===== config.mk =====
export PLATFORM = sky130hd
export DESIGN_NAME = updown_mod_counter
export DESIGN_NICKNAME = d
export VERILOG_FILES = /design/src/rtl/fpu_cnt_pkg.sv /design/src/rtl/updown_mod_counter_next.sv /design/src/rtl/updown_mod_counter.sv
export SDC_FILE = /design/constraint.sdc
export NUM_CORES = 1
export LEC_CHECK = 0
export CAP_MARGIN = 40
export CORE_UTILIZATION = 44
export CTS_BUF_LIST = sky130_fd_sc_hd__clkbuf_8 sky130_fd_sc_hd__clkbuf_16
export DETAILED_ROUTE_END_ITERATION = 10
export PLACE_DENSITY = 0.63
export SLEW_MARGIN = 20
export SYNTH_ARGS = -nofsm -noshare
export SYNTH_HDL_FRONTEND = slang
export SYNTH_HIERARCHICAL = 1
export SYNTH_SLANG_ARGS = --single-unit

===== constraint.sdc =====
create_clock -name i_clk -period 13 [get_ports i_clk]
set_input_delay 1.3 -clock i_clk [delete_from_list [all_inputs] [get_ports i_clk]]
set_output_delay 1.3 -clock i_clk [all_outputs]
set_load 0.01 [all_outputs]

===== src/rtl/fpu_cnt_pkg.sv =====
// Shared types for the FPU iteration/shift-count sequencer counter.
// Mode selector and the per-step ovf/unf event pair.
package fpu_cnt_pkg;

  typedef enum logic {
    CNT_WRAP = 1'b0,
    CNT_SAT  = 1'b1
  } cnt_mode_e;

  typedef struct packed {
    logic ovf;
    logic unf;
  } cnt_evt_t;

  localparam cnt_evt_t CntEvtNone = '{ovf: 1'b0, unf: 1'b0};

endpackage


===== src/rtl/updown_mod_counter_next.sv =====
// Combinational next-count for one enabled step: modulo wrap or saturate at 0/limit,
// reporting the overflow/underflow event that step produces.
module updown_mod_counter_next
  import fpu_cnt_pkg::*;
#(
  parameter int unsigned WIDTH  = 16,
  parameter int unsigned STEP_W = 4
) (
  input  logic [WIDTH-1:0]  q_i,
  input  logic [STEP_W-1:0] step_i,
  input  logic [WIDTH-1:0]  limit_i,
  input  logic              down_i,
  input  cnt_mode_e         mode_i,
  output logic [WIDTH-1:0]  next_q_o,
  output cnt_evt_t          evt_o
);

  localparam logic [WIDTH-1:0] One = WIDTH'(1);

  logic [WIDTH:0]   sum_ext;
  logic [WIDTH-1:0] step_w;
  logic [WIDTH-1:0] wrap_up;
  logic [WIDTH-1:0] wrap_dn;
  logic             out_of_range;
  logic             is_sat;

  // Up-sum keeps the carry so a sum past 2**WIDTH-1 still compares correctly.
  assign sum_ext      = {1'b0, q_i} + (WIDTH+1)'(step_i);
  assign step_w       = WIDTH'(step_i);
  // Only the low WIDTH bits of the wrapped results are ever kept, so modular
  // arithmetic at WIDTH bits gives the same answer as the wide form.
  assign wrap_up      = q_i + step_w - limit_i - One;
  assign wrap_dn      = q_i + limit_i + One - step_w;
  assign out_of_range = q_i > limit_i;
  assign is_sat       = (mode_i == CNT_SAT);

  always_comb begin
    next_q_o = q_i;
    evt_o    = CntEvtNone;
    if (step_i == '0) begin
      next_q_o = q_i;
    end else if (out_of_range) begin
      // Limit was lowered under the count: treat as overflow regardless of direction.
      evt_o.ovf = 1'b1;
      next_q_o  = is_sat ? limit_i : '0;
    end else if (!down_i) begin
      if (sum_ext > {1'b0, limit_i}) begin
        evt_o.ovf = 1'b1;
        next_q_o  = is_sat ? limit_i : wrap_up;
      end else begin
        next_q_o = sum_ext[WIDTH-1:0];
      end
    end else begin
      if (step_w > q_i) begin
        evt_o.unf = 1'b1;
        next_q_o  = is_sat ? '0 : wrap_dn;
      end else begin
        next_q_o = q_i - step_w;
      end
    end
  end

endmodule


===== src/rtl/updown_mod_counter.sv =====
// Up/down counter with programmable modulus and step, wrap or saturate, sticky
// overflow/underflow flags and a registered one-cycle event pulse.
module updown_mod_counter
  import fpu_cnt_pkg::*;
#(
  parameter int unsigned WIDTH  = 16,
  parameter int unsigned STEP_W = 4
) (
  input  logic              i_clk,
  input  logic              i_rst_n,
  input  logic              i_clr,
  input  logic              i_load,
  input  logic [WIDTH-1:0]  i_load_val,
  input  logic              i_en,
  input  logic              i_down,
  input  logic [STEP_W-1:0] i_step,
  input  logic [WIDTH-1:0]  i_limit,
  input  logic              i_sat,
  input  logic              i_flag_clr,
  output logic [WIDTH-1:0]  o_q,
  output logic              o_tc,
  output logic              o_ovf,
  output logic              o_unf,
  output logic              o_evt
);

  logic [WIDTH-1:0] q_q, q_d;
  logic             ovf_q, ovf_d;
  logic             unf_q, unf_d;
  logic             evt_q, evt_d;

  logic [WIDTH-1:0] step_q;
  cnt_evt_t         step_evt;
  cnt_evt_t         edge_evt;

  updown_mod_counter_next #(
    .WIDTH  (WIDTH),
    .STEP_W (STEP_W)
  ) u_next (
    .q_i      (q_q),
    .step_i   (i_step),
    .limit_i  (i_limit),
    .down_i   (i_down),
    .mode_i   (cnt_mode_e'(i_sat)),
    .next_q_o (step_q),
    .evt_o    (step_evt)
  );

  // Clear and load take priority over counting and never raise events.
  always_comb begin
    q_d      = q_q;
    edge_evt = CntEvtNone;
    if (i_clr) begin
      q_d = '0;
    end else if (i_load) begin
      q_d = (i_load_val > i_limit) ? i_limit : i_load_val;
    end else if (i_en) begin
      q_d      = step_q;
      edge_evt = step_evt;
    end
  end

  // A coincident event beats the flag clear.
  always_comb begin
    ovf_d = edge_evt.ovf | (ovf_q & ~i_flag_clr);
    unf_d = edge_evt.unf | (unf_q & ~i_flag_clr);
    evt_d = edge_evt.ovf | edge_evt.unf;
  end

  always_ff @(posedge i_clk or negedge i_rst_n) begin
    if (!i_rst_n) begin
      q_q   <= '0;
      ovf_q <= 1'b0;
      unf_q <= 1'b0;
      evt_q <= 1'b0;
    end else begin
      q_q   <= q_d;
      ovf_q <= ovf_d;
      unf_q <= unf_d;
      evt_q <= evt_d;
    end
  end

  assign o_q   = q_q;
  assign o_ovf = ovf_q;
  assign o_unf = unf_q;
  assign o_evt = evt_q;
  assign o_tc  = i_down ? (q_q == '0) : (q_q >= i_limit);

endmodule


# Word-level counts from Yosys, hierarchy flattened
# Cells that the tools add are included.
# totals
register_bits	19
latchBits	0
ram_bits	0
mem_bits_ro	0
inputBits	44
output_inout_bits	20
word_cells	51
n_memories	0
# op_classes
addsub	8
mul	0
n_div	0
n_lt_le_gt_ge	5
n_eq_ne	1
n_shift	0
muxes	23
n_bitwise	6
reduce_logical	4
# ops
op	n
16-bit 2-to-1 mux	12
16-bit > comparator	2
16-bit by 4-bit subtractor with 16-bit output	2
16-bit by 4-bit adder with 17-bit output	1
17-bit by 16-bit > comparator with 1-bit output	1
16-bit by 1-bit adder with 16-bit output, second input constant	1
16-bit adder	1
16-bit by 4-bit adder with 16-bit output	1
16-bit greater-or-equal comparator	1
4-bit by 16-bit > comparator with 1-bit output	1
16-bit zero test	1
16-bit by 1-bit subtractor with 16-bit output, second input constant	1
16-bit subtractor	1
2-bit 2-to-1 mux	4
1-bit 2-to-1 mux	7
4-bit zero test	1
3-bit != test, second input constant	1
1-bit bitwise OR	3
3-bit nonzero test	1
1-bit AND	2
2-bit AND reduction	1
1-bit inverter	1

# Longest topological paths before layout
# Gate-level depths: netlist (run 1).
# logic_depth
ltp_word	11
mapped_depth	22

# Hierarchy
# The synthesis (run 1) kept the hierarchy.
# by_module_without_submodules
module	instances	cells_each	area_per_inst_um2
updown_mod_counter_next	1	650	4685.7
updown_mod_counter	1	187	1773.0

# Worst setup path before layout (run 1)
# Ideal clock, no wire load.
# synth_path
kind	input port to flip-flop
start	input i_step[2]
end	register q_q[7], in the netlist o_q[7]
setup_ns	0.126
t_arrival_ns	5.350
t_required_ns	12.874
slack_ns	7.525
cell_stages	22
path_buffers	3
path_cell_list	inv_1 -> ha_1 -> clkbuf_1 -> nor2_1 -> o21ai_0 -> a21oi_1 -> or4b_2 -> xnor2_1 -> inv_1 -> ha_1 -> nand4_1 -> or3_1 -> o21ai_0 -> and2_1 -> clkbuf_1 -> clkbuf_1 -> nor4_1 -> o311ai_0 -> o21ai_1 -> mux2i_1 -> nor2_1 -> a221o_1
# synth_via
elab_chain_len	11
elab_cells_between_ends	21
cone_classes	add/sub (6); order compare (2); eq/ne (1); mux (10); reduce/logical (2)
# synth_rtl
element	line_no	text
from (decl)	updown_mod_counter.sv:16	input logic [STEP_W-1:0] i_step,
16-bit by 4-bit adder with 16-bit output	updown_mod_counter_next.sv:32	assign wrap_up = q_i + step_w - limit_i - One;
16-bit subtractor	updown_mod_counter_next.sv:32	
16-bit by 1-bit subtractor with 16-bit output	updown_mod_counter_next.sv:32	
16-bit 2-to-1 mux	updown_mod_counter_next.sv:49	next_q_o = is_sat ? limit_i : wrap_up;
16-bit 2-to-1 mux	updown_mod_counter_next.sv:47	if (sum_ext > {1'b0, limit_i}) begin
16-bit 2-to-1 mux (*)	updown_mod_counter_next.sv:46	end else if (!down_i) begin
16-bit 2-to-1 mux (*)	updown_mod_counter_next.sv:42	end else if (out_of_range) begin
16-bit 2-to-1 mux (*)	updown_mod_counter_next.sv:40	if (step_i == '0) begin
via step_q[7]	updown_mod_counter.sv:32	logic [WIDTH-1:0] step_q;
16-bit 2-to-1 mux (*)	updown_mod_counter.sv:57	end else if (i_en) begin
16-bit 2-to-1 mux (*)	updown_mod_counter.sv:55	end else if (i_load) begin
16-bit 2-to-1 mux (*)	updown_mod_counter.sv:53	if (i_clr) begin
to (signal assigned)	updown_mod_counter.sv:77	q_q <= q_d;
to (decl)	updown_mod_counter.sv:27	logic [WIDTH-1:0] q_q, q_d;
# The timed path passes the listed nets; every way through them passes the cells marked *. The select of a mux whose other input is x is not followed.
# A chain may end at the register's enable or synchronous reset.

# Worst setup path in the final report (run 1)
# layout_path
start	input i_step[2]
end	register q_q[14], in the netlist o_q[14]
# The elaborated chain is that of the path after synthesis.

==> flow_metrics.env, run 1 <==
export IMPL_cts_tree="yes"
export IMPL_period_share=0.502
export IMPL_routed_wl_mm=23.0
export IMPL_synth_area_leader_cell="ha_1"
export IMPL_boundaryPins=64
export IMPL_outcome="finished, final reports clean"
export IMPL_grtUsageTotal=0.307
export IMPL_cts_buffer_depth=2
export IMPL_hold_depth=2
export IMPL_synthesis_area_um2=6460
export IMPL_final_core_util=0.518
export IMPL_r2r_end="o_q[14]"
export IMPL_worstSetupPathType="primary input to register"
export IMPL_die_x_um=123
export IMPL_clkPwrFrac=0.093
export IMPL_combPwrFrac=0.774
export IMPL_max_freq_mhz=153
export IMPL_synth_area_per_cell_um2=7.72
export IMPL_drv_slew=0
export IMPL_grt_remaining_overflow=0
export IMPL_yosysWarnings=6
export IMPL_yosysSeqAreaShare=0.0736
export IMPL_num_vias=6701
export IMPL_gp_congestion=0.980
export IMPL_antenna_cells=0
export IMPL_cts_clk_slew_worst_paths_ps=60
export IMPL_port_buffers=63
export IMPL_detail_route_antenna_nets=0
export IMPL_hold_path_class="register to register"
export IMPL_relSlewSlack=0.441
export IMPL_grt_max_degree=33
export IMPL_worstHoldStart="o_unf"
export IMPL_num_nets_final=1054
export IMPL_syn_instance_count=837
export IMPL_vias_per_cell=6.33
export IMPL_drt_initial_drc_count=690
export IMPL_leakagePower_uw=0.00330
export IMPL_dpl_hpwl_mm=19.1
export IMPL_finalHoldViolCount=0
export IMPL_seqPwrFrac=0.133
export IMPL_cts_buffers=3
export IMPL_hold_end="o_unf"
export IMPL_row_count=43
export IMPL_syn_nets=1012
export IMPL_final_common_cell="ha_1"
export IMPL_cts_hold_buf=0
export IMPL_crit_start="i_step[2]"
export IMPL_swShare=0.532
export IMPL_crit_arrival_ps=6660
export IMPL_dieHeight_um=123
export IMPL_drc_errors=0
export IMPL_first_pass_iters=6
export IMPL_maxCapViolCount=0
export IMPL_mostFrequentLayoutCells="ha_1, inv_1, clkdlybuf4s50_1, nor2_1, a21oi_1"
export IMPL_cp_max_fo=14
export IMPL_worst_pin_slew_ps=832
export IMPL_cp_end_kind="register"
export IMPL_power_switching_uw=368
export IMPL_async_flop_share=1.00
export IMPL_dieArea_um2=15200
export IMPL_cts_sinks=19
export IMPL_drive_above_1_share=0.0387
export IMPL_power_density_nw_per_um2=94.7
export IMPL_setup_viol=0
export IMPL_fin_tns_setup_ps=0
export IMPL_synth_edff_count=0
export IMPL_cts_root_buffer="clkbuf_16"
export IMPL_ys_top_cells_by_area="ha_1, dfrtp_1, inv_1, fa_1, xnor2_1"
export IMPL_synth_cell_types=80
export IMPL_synth_top_area_share=0.221
export IMPL_clock_skew_ps=2.65
export IMPL_h_tree_depth=1
export IMPL_rsz0062_at_grt="false"
export IMPL_initial_utilization=0.458
export IMPL_antenna_found_initial=0
export IMPL_synth_ff_type="dfrtp_1"
export IMPL_grt_pass1_vias=6420
export IMPL_cts_resized=0
export IMPL_synth_seq_cells=19
export IMPL_wl_per_cell_um=21.7
export IMPL_worstSkewPairLatency_ps=260
export IMPL_required_ps=13140
export IMPL_core_um2=14100
export IMPL_period_needed_ps=6530
export IMPL_rr_startpoint="o_q[1]"
export IMPL_areaGrowthSynthToFinish_pct=13.0
export IMPL_cp_start_kind="primary input"
export IMPL_postCtsSetupBuffers=0
export IMPL_internal_power_uw=324
export IMPL_r2r_slack_ps=7310
export IMPL_fill_cells=1373
export IMPL_peakVddDrop_mv=0.0512
export IMPL_grt_pass1_wl_mm=35.3
export IMPL_ff2ff_path_depth=20
critical path, stage by stage:
cell and delay [ps]:
clkdlybuf4s50_1 580, inv_1 130, ha_1 400, nor2_1 110, o21ai_0 190, a21oi_1 360
or4b_2 630, xnor2_1 230, inv_1 70, ha_1 310, nand4_1 90, or3_1 310
o21ai_0 220, and2_1 480, o31ai_1 120, buf_4 200, a32o_1 260, a31o_2 210
mux2i_1 130, nor2_1 60, a221o_1 270
synthesized netlist by cell type (5+ instances only):
| cell type | number |
|---|---|
| ha_1 | 114 |
| inv_1 | 108 |
| nor2_1 | 57 |
| a21oi_1 | 49 |
| nand2_1 | 35 |
| o21ai_0 | 34 |
| xnor2_1 | 32 |
| nand3_1 | 26 |
| nor3_1 | 23 |
| mux2i_1 | 21 |
| a221o_1 | 20 |
| dfrtp_1 | 19 |
| clkbuf_1 | 17 |
| fa_1 | 17 |
| nor2b_1 | 14 |
| a211oi_1 | 13 |
| nand4_1 | 13 |
| o31ai_1 | 12 |
| nand2b_1 | 11 |
| nor4_1 | 11 |
| a21o_1 | 9 |
| xor2_1 | 9 |
| a31oi_1 | 8 |
| and2_1 | 8 |
| buf_2 | 8 |
| a32oi_1 | 7 |
| o21a_1 | 7 |
| and3_1 | 6 |
| nand3b_1 | 6 |
| o2111ai_1 | 6 |
| o22ai_1 | 6 |
| or3_1 | 6 |
| a2111oi_0 | 5 |
| a211o_1 | 5 |
| a21boi_0 | 5 |
| buf_6 | 5 |
| o21bai_1 | 5 |
| o311a_1 | 5 |
per-stage QoR:
stage,worst slack (ps),cell area [um2],hold WS (ps),std cells,power (uW)
final,6470,7300,537,1058,691
after global routing,6110,7300,568,1058,745
after CTS,6540,7300,534,1058,679
after detailed placement,6290,7220,525,1054,611
after global placement,6330,7170,522,1051,603
after floorplan,7520,6460,549,837,447
worst max-delay path by stage:
stage,end,cells after the start
after floorplan,o_q[7],22
after global placement,o_q[14],21
after detailed placement,o_q[14],21
after CTS,o_q[14],21
after global routing,o_q[5],21
final,o_q[14],21
registers in the layout, indices dropped and copies added (netlist names):
register  cells
o_evt         1
o_q          16
o_ovf         1
o_unf         1
area by class of cell:
| cell class | instances | area (um2) | share of cell area |
|---|---|---|---|
| Clock buffer | 3 | 75.1 | 0.0103 |
| Clock inverter | 1 | 3.75 | 0.000514 |
| Inverter | 109 | 409 | 0.0561 |
| Multi-Input combinational cell | 677 | 5410 | 0.741 |
| Sequential cell | 19 | 475 | 0.0652 |
| Tap cell | 180 | 225 | 0.0309 |
| Timing Repair Buffer | 69 | 698 | 0.0957 |
power by group through the flow:
stage / clock, uW / sequential [uW] / combinational (uW)
after floorplan: 0 / 81.7 / 365
after global placement: 0 / 91.9 / 511
after global routing: 67.2 / 93.8 / 584
after detailed placement: 0 / 92.0 / 519
after CTS: 65.0 / 90.9 / 523
final: 64.3 / 91.8 / 535
cell families after synthesis:
family                   after synthesis  synth area share
XOR/XNOR                              41            0.0556
multiplexers                          22            0.0343
adder cells (fa/ha/maj)              131             0.274
AO/OA/AOI/OAI                        243             0.273
buffers and inverters                141            0.0899
AND/OR/NAND/NOR                      240             0.201
flip-flops                            19            0.0736
routing by layer:
layer | routed length (um) | global-route usage | up-vias
li1 | - | - | 3173
met1 | 10200 | 0.426 | 3179
met2 | 10400 | 0.504 | 322
met3 | 1930 | 0.0392 | 27
met4 | 394 | 0.0670 | 0
met5 | 0 | 0 | -
(Power assumes the default switching activity.)
==> inputs of run 2 (changes only) <==
==> constraint.sdc (replaced) <==
create_clock -name i_clk -period 6.7 [get_ports i_clk]
set_input_delay 0.67 -clock i_clk [delete_from_list [all_inputs] [get_ports i_clk]]
set_output_delay 0.67 -clock i_clk [all_outputs]
set_load 0.01 [all_outputs]
==> run 2 against run 1 <==
Utilization up 0.21 points. Global-route usage up 0.86 points. Via count up 1.3%. Non-clock buffer count up 4. Clock skew down 1.3 ps. Routed wire length up 2.4%. Largest cell class unchanged. Register-to-register slack worse by 6100 ps. Final area up 0.41%. Die area unchanged. Combinational power up 98%. Highest routed layer unchanged. Sequential share of layout area about the same. Critical path depth unchanged.
==> flow_metrics.env, run 2 (synthesized netlist as in run 1, its figures left out) <==
export IMPL_outcome="finished, final reports clean"
export IMPL_core_um2=14100
export IMPL_routed_wl_mm=23.5
export IMPL_dpl_hpwl_mm=19.4
export IMPL_port_buffers=63
export IMPL_worstSetupPathType="primary input to register"
export IMPL_cts_resized=0
export IMPL_setup_viol=0
export IMPL_num_nets_final=1058
export IMPL_leakagePower_uw=0.00332
export IMPL_rsz0062_at_grt="false"
export IMPL_crit_arrival_ps=6130
export IMPL_detail_route_antenna_nets=0
export IMPL_largest_reg_flops=16
export IMPL_die_x_um=123
export IMPL_r2r_slack_ps=1230
export IMPL_cts_tree="yes"
export IMPL_rr_startpoint="o_q[3]"
export IMPL_num_vias=6789
export IMPL_period_share=0.894
export IMPL_cp_start_kind="primary input"
export IMPL_cts_buffers=3
export IMPL_fin_tns_setup_ps=0
export IMPL_post_place_ws_ps=607
export IMPL_hold_path_class="register to register"
export IMPL_row_count=43
export IMPL_antenna_cells=0
export IMPL_peakVddDrop_mv=0.0904
export IMPL_max_freq_mhz=167
export IMPL_worstSkewPairLatency_ps=260
export IMPL_postCtsSetupBuffers=0
export IMPL_drt_initial_drc_count=852
export IMPL_grtUsageTotal=0.315
export IMPL_antenna_found_initial=0
export IMPL_power_density_nw_per_um2=185
export IMPL_drc_errors=0
export IMPL_cts_buffer_depth=2
export IMPL_maxCapViolCount=0
export IMPL_wl_per_cell_um=22.1
export IMPL_mostFrequentLayoutCells="ha_1, inv_1, clkdlybuf4s50_1, nor2_1, a21oi_1"
export IMPL_period_needed_ps=5990
export IMPL_hold_depth=2
export IMPL_worst_pin_slew_ps=828
export IMPL_fill_cells=1421
export IMPL_dieArea_um2=15200
export IMPL_relSlewSlack=0.434
export IMPL_cts_sinks=19
export IMPL_clock_skew_ps=1.39
export IMPL_dieHeight_um=123
export IMPL_cts_root_buffer="clkbuf_16"
export IMPL_drive_above_1_share=0.0431
export IMPL_grt_pass1_vias=6641
export IMPL_setup_ws_ps=711
export IMPL_initial_utilization=0.458
export IMPL_h_tree_depth=1
export IMPL_ff2ff_path_depth=19
export IMPL_required_ps=6840
export IMPL_cts_clk_slew_worst_paths_ps=60
export IMPL_dpl_cell_area_um2=7230
export IMPL_cp_end_kind="register"
export IMPL_vias_per_cell=6.39
export IMPL_finalHoldViolCount=0
export IMPL_cts_hold_buf=0
export IMPL_drv_slew=0
export IMPL_boundaryPins=64
export IMPL_grt_pass1_wl_mm=36.4
export IMPL_grt_remaining_overflow=0
export IMPL_p_total_uw=1350
export IMPL_worstHoldStart="o_unf"
export IMPL_first_pass_iters=6
export IMPL_cp_max_fo=14
export IMPL_grt_max_degree=24
export IMPL_areaGrowthSynthToFinish_pct=13.4
export IMPL_gp_congestion=0.971
export IMPL_final_common_cell="ha_1"
export IMPL_hold_end="o_unf"
export IMPL_r2r_end="o_q[14]"
export IMPL_final_area_um2=7330
run 2: cell count changes in the layout (fill, tap and decap cells not counted):
cell   change
buf_4      +4
run 2: layout make-up:
| class | count | area, um2 | share of cell area |
|---|---|---|---|
| clock buffer | 3 | 75.1 | 0.0102 |
| multi-input combinational | 677 | 5410 | 0.738 |
| inverter | 109 | 409 | 0.0558 |
| clock inverter | 1 | 3.75 | 0.000512 |
| sequential | 19 | 475 | 0.0649 |
| timing repair buffer | 73 | 728 | 0.0994 |
| tap | 180 | 225 | 0.0307 |
run 2: metal layers:
layer | GRT usage | up-vias | part of all wire
li1 | - | 3174 | -
met1 | 0.438 | 3228 | 0.44
met2 | 0.511 | 342 | 0.45
met3 | 0.0424 | 45 | 0.086
met4 | 0.0798 | 0 | 0.024
met5 | 0 | - | 0
run 2: worst max-delay path: stages:
cell and delay, ps:
clkdlybuf4s50_1 570, inv_1 130, ha_1 380, nor2_1 120, o21ai_0 180, a21oi_1 360, or4b_2 630, xnor2_1 320
inv_1 80, ha_1 300, nand4_1 90, or3_1 300, o21ai_0 200, and2_1 530, o31ai_1 130, buf_4 200
a32o_1 260, a31o_2 220, mux2i_1 130, nor2_1 60, a221o_1 260
run 2: power breakdown:
| part | internal (uW) | leakage (uW) | switching [uW] |
|---|---|---|---|
| combinational | 423 | 0.00302 | 633 |
| sequential | 127 | 0.000253 | 45.2 |
| clock | 79.6 | 0.0000423 | 45.8 |
| total | 630 | 0.00332 | 724 |
run 2: worst max-delay path by stage:
stage | from | endpoint | slack (ps) | depth (start not counted)
after floorplan | i_step[2] | o_q[7] | 1850 | 22
after global placement | i_step[3] | o_q[14] | 640 | 21
after detailed placement | i_step[2] | o_q[14] | 610 | 21
after CTS | i_step[3] | o_q[14] | 850 | 21
after global routing | i_step[2] | o_q[13] | 410 | 21
final | i_step[3] | o_q[14] | 710 | 21
run 2: through the flow:
step,util,instances,hold WS (ps)
finish,0.520,1062,556
global route,0.520,1062,583
CTS,0.519,1061,546
detailed placement,0.513,1057,528
global placement,0.511,1055,521
floorplan,-,837,374
==> inputs of run 3 (changes only) <==
--- a/config.mk
+++ b/config.mk
@@ -8,6 +8,7 @@
 export CAP_MARGIN = 40
 export CORE_UTILIZATION = 44
 export CTS_BUF_LIST = sky130_fd_sc_hd__clkbuf_8 sky130_fd_sc_hd__clkbuf_16
+export CTS_CLUSTER_DIAMETER = 150
 export DETAILED_ROUTE_END_ITERATION = 10
 export PLACE_DENSITY = 0.63
 export SLEW_MARGIN = 20
==> results of run 3 <==
Same layout as run 2: the final DEF is identical, and so are final timing and power.
